--- config.mk ---
export PLATFORM = sky130hd
export DESIGN_NAME = btn_event_queue
export DESIGN_NICKNAME = d
export VERILOG_FILES = /design/src/rtl/btn_event_queue.sv
export SDC_FILE = /design/constraint.sdc
export NUM_CORES = 1
export LEC_CHECK = 0
export CAP_MARGIN = 15
export CORE_MARGIN = 1
export CORE_UTILIZATION = 30
export CTS_CLUSTER_SIZE = 24
export DETAILED_ROUTE_END_ITERATION = 6
export PLACE_DENSITY = 0.52
export SYNTH_ARGS = -nofsm -noshare
export SYNTH_HDL_FRONTEND = slang
export SYNTH_SLANG_ARGS = --single-unit
--- constraint.sdc ---
create_clock -name clk -period 3.5 [get_ports clk]
set_input_delay 0.7 -clock clk [delete_from_list [all_inputs] [get_ports clk]]
set_output_delay 0.7 -clock clk [all_outputs]
set_load 0.005 [all_outputs]
--- src/rtl/btn_event_queue.sv ---
// btn_event_queue
// Collects one-cycle button press pulses into a small event FIFO. Each press
// latches a pending bit. A priority arbiter (lowest button index wins) pushes
// one pending button index per cycle into the FIFO. A consumer pops events
// with a valid/ready handshake.
//
// Ports
//   clk        : system clock, rising-edge only
//   reset      : synchronous, active-high reset
//   i_btn      : one-cycle press pulses, bit n = button n
//   i_ready    : consumer accepts the head event when o_valid is also 1
//   o_valid    : registered, FIFO holds at least one event
//   o_code     : button index at the FIFO head (meaningful when o_valid=1)
//   o_count    : number of events held, 0..DEPTH
//   o_overflow : sticky, a press merged into an already-pending one (lost)
module btn_event_queue #(
  parameter int N_BTN = 4,
  parameter int DEPTH = 4
) (
  input  logic                       clk,
  input  logic                       reset,
  input  logic [N_BTN-1:0]           i_btn,
  input  logic                       i_ready,
  output logic                       o_valid,
  output logic [$clog2(N_BTN)-1:0]   o_code,
  output logic [$clog2(DEPTH):0]     o_count,
  output logic                       o_overflow
);

  localparam int CW   = $clog2(N_BTN);
  localparam int AW   = $clog2(DEPTH);
  localparam int CNTW = AW + 1;
  localparam logic [CNTW-1:0] FULL_COUNT = CNTW'(DEPTH);

  logic [N_BTN-1:0] r_pend;
  logic [AW-1:0]    r_wptr;
  logic [AW-1:0]    r_rptr;
  logic [CW-1:0]    r_mem [DEPTH];

  logic             w_pop;
  logic             w_push;
  logic [N_BTN-1:0] w_grant;
  logic [CW-1:0]    w_gidx;
  logic [CNTW-1:0]  w_count_next;
  logic             w_merge;

  // Handshake and arbitration: the lowest-index pending button wins. A full
  // FIFO can still take a push when the head leaves on the same edge.
  always_comb begin
    w_gidx  = '0;
    w_grant = '0;
    w_pop   = o_valid & i_ready;
    w_push  = (|r_pend) & ((o_count < FULL_COUNT) | w_pop);
    for (int i = N_BTN - 1; i >= 0; i--) begin
      if (r_pend[i]) begin
        w_gidx = i[CW-1:0];
      end else begin
        w_gidx = w_gidx;
      end
    end
    if (w_push) begin
      w_grant[w_gidx] = 1'b1;
    end else begin
      w_grant = '0;
    end
  end

  // Occupancy update and loss detection. A re-press on the granted bit is not
  // a loss because the grant clears the old pending request on that same edge.
  always_comb begin
    w_count_next = o_count;
    w_merge      = |(i_btn & r_pend & ~w_grant);
    case ({w_push, w_pop})
      2'b10:   w_count_next = o_count + CNTW'(1);
      2'b01:   w_count_next = o_count - CNTW'(1);
      default: w_count_next = o_count;
    endcase
  end

  // Control state: pending bits, pointers, count and status flags.
  always_ff @(posedge clk) begin
    if (reset) begin
      r_pend     <= '0;
      r_wptr     <= '0;
      r_rptr     <= '0;
      o_count    <= '0;
      o_valid    <= 1'b0;
      o_overflow <= 1'b0;
    end else begin
      r_pend  <= (r_pend & ~w_grant) | i_btn;
      o_count <= w_count_next;
      o_valid <= (w_count_next != '0);
      if (w_push) begin
        r_wptr <= r_wptr + AW'(1);
      end
      if (w_pop) begin
        r_rptr <= r_rptr + AW'(1);
      end
      if (w_merge) begin
        o_overflow <= 1'b1;
      end
    end
  end

  // Event storage: data only, no reset needed because o_valid gates its use.
  always_ff @(posedge clk) begin
    if (!reset && w_push) begin
      r_mem[r_wptr] <= w_gidx;
    end
  end

  assign o_code = r_mem[r_rptr];

endmodule

==> impl_summary.txt <==
----------------------------------------------------
[Status]
  Status ... complete, no violations

[Critical path]
  Cell mode on critical path ... sky130_fd_sc_hd__xnor2_1
  CP Launch Point ... i_ready
  Setup slack, reg-to-reg ... 1.43 ns
  Data required time of the critical path ... between 3 and 4 ns
  Kind of capture point of the worst setup path ... register
  Crit Reg-Reg Endpoint ... o_valid$_SDFF_PP0_
  Arrival @ worst endpoint ... 2.68 ns
  Critical-path cell with the highest stage delay ... sky130_fd_sc_hd__clkdlybuf4s50_1
  Cell family with most CP delay ... buffers and inverters
  List of cells traversed by the critical path ... clkdlybuf4s50_1 -> a21boi_4 -> a21oi_2 -> inv_2 -> ha_1 -> fa_1 -> xnor2_1 -> nor2_1 -> xnor2_1 -> a21oi_1
  Count of buffering cells on the critical path with inverters included ... 2
  Path type of the worst setup path ... in -> reg
  Worst r2r src ... r_pend[0]$_SDFF_PP0_
  Max incr delay on CP ... roughly 0.52 ns
  R2R depth ... 9
  Category of the worst setup path launch point ... input port
  Biggest fanout along the worst timing path ... 6

[Drt]
  Via total after detailed routing ... around 650
  Count of nets left with antenna violations after detail routing ... 0
  Remaining DRCs ... 0
  Average routed wire per standard cell ... between 10 and 15 µm
  Drt initial violations ... 11
  Drt first pass iters ... 3
  Drt via density ... 4.31
  Total wire length ... roughly 1600 µm

[Global routing]
  Number of global-route vias before repair ... approximately 630
  First-pass GRT wire length ... between 2000 and 3000 µm
  Total global routing overflow ... 0
  Pin count of the biggest net entering global routing ... 16
  Total Routing Usage GR ... 10.8%
  Antenna violations before repair ... 0

[STA]
  Worst slew pin tran ... between 0.5 and 0.6 ns
  Highest clock frequency the design can meet ... 401 MHz
  Max_slew headroom ... around 60%
  Total setup violations reported at the end of the flow ... 0
  Worst clock skew on the final layout ... a little under 0.002 ns
  Final hold violation count ... 0
  RSZ-0062 raised after global routing ... no
  Minimum clock period ... 2.49 ns
  Max-slew violations ... 0
  Final worst-path cycle share ... a little under three quarters
  Setup TNS ... 0 ns

[Pwr]
  Reported leakage power ... 0.454 nW
  Pwr Density ... ~630 nW/µm²
  Worst ir drop on vdd ... 0.000349 V

[Die]
  Std-Cell Core Area ... a little over 3000 µm²
  Initial cell density of the core ... between 30% and 40%
  Die Wd ... roughly 60 µm
  Area of the die ... 3580 µm²
  Number of cell rows ... 20
  Boundary Pins ... 14
  Die Span Y ... around 60 µm

[Clock network]
  Worst-skew pair later-pin latency ... 0.31 ns
  Clock tree root driver cell ... sky130_fd_sc_hd__clkbuf_4
  Hold buffers post-CTS ... 0
  Setup Fix Bufs, Post-CTS ... 0
  Total clock buffers created by CTS ... 3
  Maximum clock path buffer count ... 2
  Clock tree from TritonCTS ... built
  Htree depth ... 1
  TritonCTS sink count ... 23
  Clock input transition at the sequential cells of the worst setup and hold paths ... 0.13 ns
  Number of instances resized during post-cts repair ... 0

[Worst hold path]
  Endpoint with the worst hold slack ... r_wptr[1]$_SDFFE_PP0P_
  Number of instances on the worst hold path ... 2
  Worst hold path type ... reg -> reg
  Startpoint of the most critical hold path ... r_wptr[1]$_SDFFE_PP0P_

[Final layout]
  Layout net count ... 120
  Layout Cell Area excl Fill ... around 1200 µm²
  Most common library cell in the layout ignoring fill and taps ... sky130_fd_sc_hd__dfxtp_1
  Fill cell instance count of the final layout ... between 300 and 400
  Share of final-layout standard cells stronger than drive strength 1 ... around a tenth
  Area growth from synthesis to layout ... 20.8%
  Number of diodes added for antenna fixing ... 0
  Highest-count cells in the layout ignoring fill and taps ... sky130_fd_sc_hd__dfxtp_1, sky130_fd_sc_hd__clkdlybuf4s50_1, sky130_fd_sc_hd__nor2_1

[Synth]
  Gate count of the mapped netlist ... 90
  Number of register bits inferred by synthesis ... 23
  Syn_nets ... approximately 100
  Post-synthesis cell type count ... 27
  Cell area after technology mapping ... 1000 µm²
  Total number of yosys warnings ... 0
  Seq/Total Area, Yosys ... 53.9%
  Mean instance size in the synthesized netlist ... 11.1 µm²

[Placement]
  Placer's final routability congestion estimate ... ~0.76
  Final HPWL from detailed placement ... roughly 1200 µm
  Port Buffers ... 13
  Post-Place Cell Area ... roughly 1200 µm²

[Run]
  Maxcap violations ... 0

----------------------------------------------------
[worst register-to-register path, stage by stage, from the launching register on]
cell and delay [ns]:
sky130_fd_sc_hd__dfxtp_1 0.45, sky130_fd_sc_hd__nor2_1 0.11, sky130_fd_sc_hd__a21oi_2 0.21, sky130_fd_sc_hd__inv_2 0.09
sky130_fd_sc_hd__ha_1 0.22, sky130_fd_sc_hd__fa_1 0.38, sky130_fd_sc_hd__xnor2_1 0.16, sky130_fd_sc_hd__nor2_1 0.06
sky130_fd_sc_hd__xnor2_1 0.18, sky130_fd_sc_hd__a21oi_1 0.09
[area by class of cell]
| type | count | area [µm²] | share of cell area (%) |
|---|---|---|---|
| clock inverter | 1 | 5.00 | 0.413 |
| multi-input combinational | 60 | 437 | 36.0 |
| timing repair buffer | 13 | 130 | 10.7 |
| clock buffer | 3 | 22.5 | 1.86 |
| tap | 44 | 55.1 | 4.54 |
| sequential | 23 | 541 | 44.6 |
| inverter | 6 | 22.5 | 1.86 |
[metal layers]
layer | track usage [%] | vias up | routed length [µm]
li1 | - | 337 | -
met1 | 13.0 | 294 | 762
met2 | 18.1 | 13 | 754
met3 | 4.55 | 2 | 76
met4 | 1.99 | 0 | 10
met5 | 0 | - | 0
[cell families after synthesis]
family                     Yosys count  share of synthesized area, %
buffers and inverters                7                          2.62
adders and majority gates            6                          8.23
DFF                                 23                          53.9
AOI/OAI and AO/OA                   17                          11.0
xor gates and xnor gates             5                          4.36
and+or+nand+nor                     29                          14.5
muxes                                3                          5.49
[metrics by stage]
step	util, %	total power, mW	hold slack (ns)	setup slack, ns	instances
5_1_grt	39.1	0.822	0.551	0.830	150
4_1_cts	39.1	0.770	0.523	0.989	150
6_report	39.1	0.760	0.515	1.01	150
2_1_floorplan	-	0.545	0.463	1.34	90
3_3_place_gp	38.2	0.645	0.501	0.714	146
3_5_place_dp	38.2	0.645	0.505	0.639	146
[synthesized netlist by cell type (all sizes together)]
cell type  number  area [µm²]
a21boi          1        18.8
a21oi           9        48.8
a31oi           1        6.26
a32o            1        10.0
and2            5        31.3
and3b           1        8.76
clkbuf          1        3.75
dfxtp          15         300
edfxtp          8         240
fa              1        20.0
ha              5        62.6
inv             6        22.5
mux2i           1        10.0
mux4            2        45.0
nand2           5        18.8
nand2b          3        18.8
nor2           13        56.3
nor3            1        5.00
o21ai           4        20.0
o22ai           1        6.26
or2             1        6.26
xnor2           4        35.0
xor2            1        8.76
[where the power goes]
part	switching (mW)	total, mW	internal [mW]
logic	0.111	0.257	0.146
registers	0.0465	0.379	0.332
clock network	0.0816	0.124	0.0428
total	0.239	0.760	0.521
[worst max path at each step]
stage / endpoint / depth (start not counted)
after floorplan: o_valid$_SDFF_PP0_ / 9
after global placement: o_valid$_SDFF_PP0_ / 10
after detailed placement: o_valid$_SDFF_PP0_ / 10
after CTS: o_valid$_SDFF_PP0_ / 10
after global routing: o_valid$_SDFF_PP0_ / 10
final: o_valid$_SDFF_PP0_ / 10
[sequential cells by signal, summed over array words and instances (netlist names), named ones only]
register and flops:
r_rptr 2, r_mem 8, o_count 3, o_overflow 1, o_valid 1, r_wptr 2
r_pend 4
No activity file was read; power rests on OpenSTA's default activity.
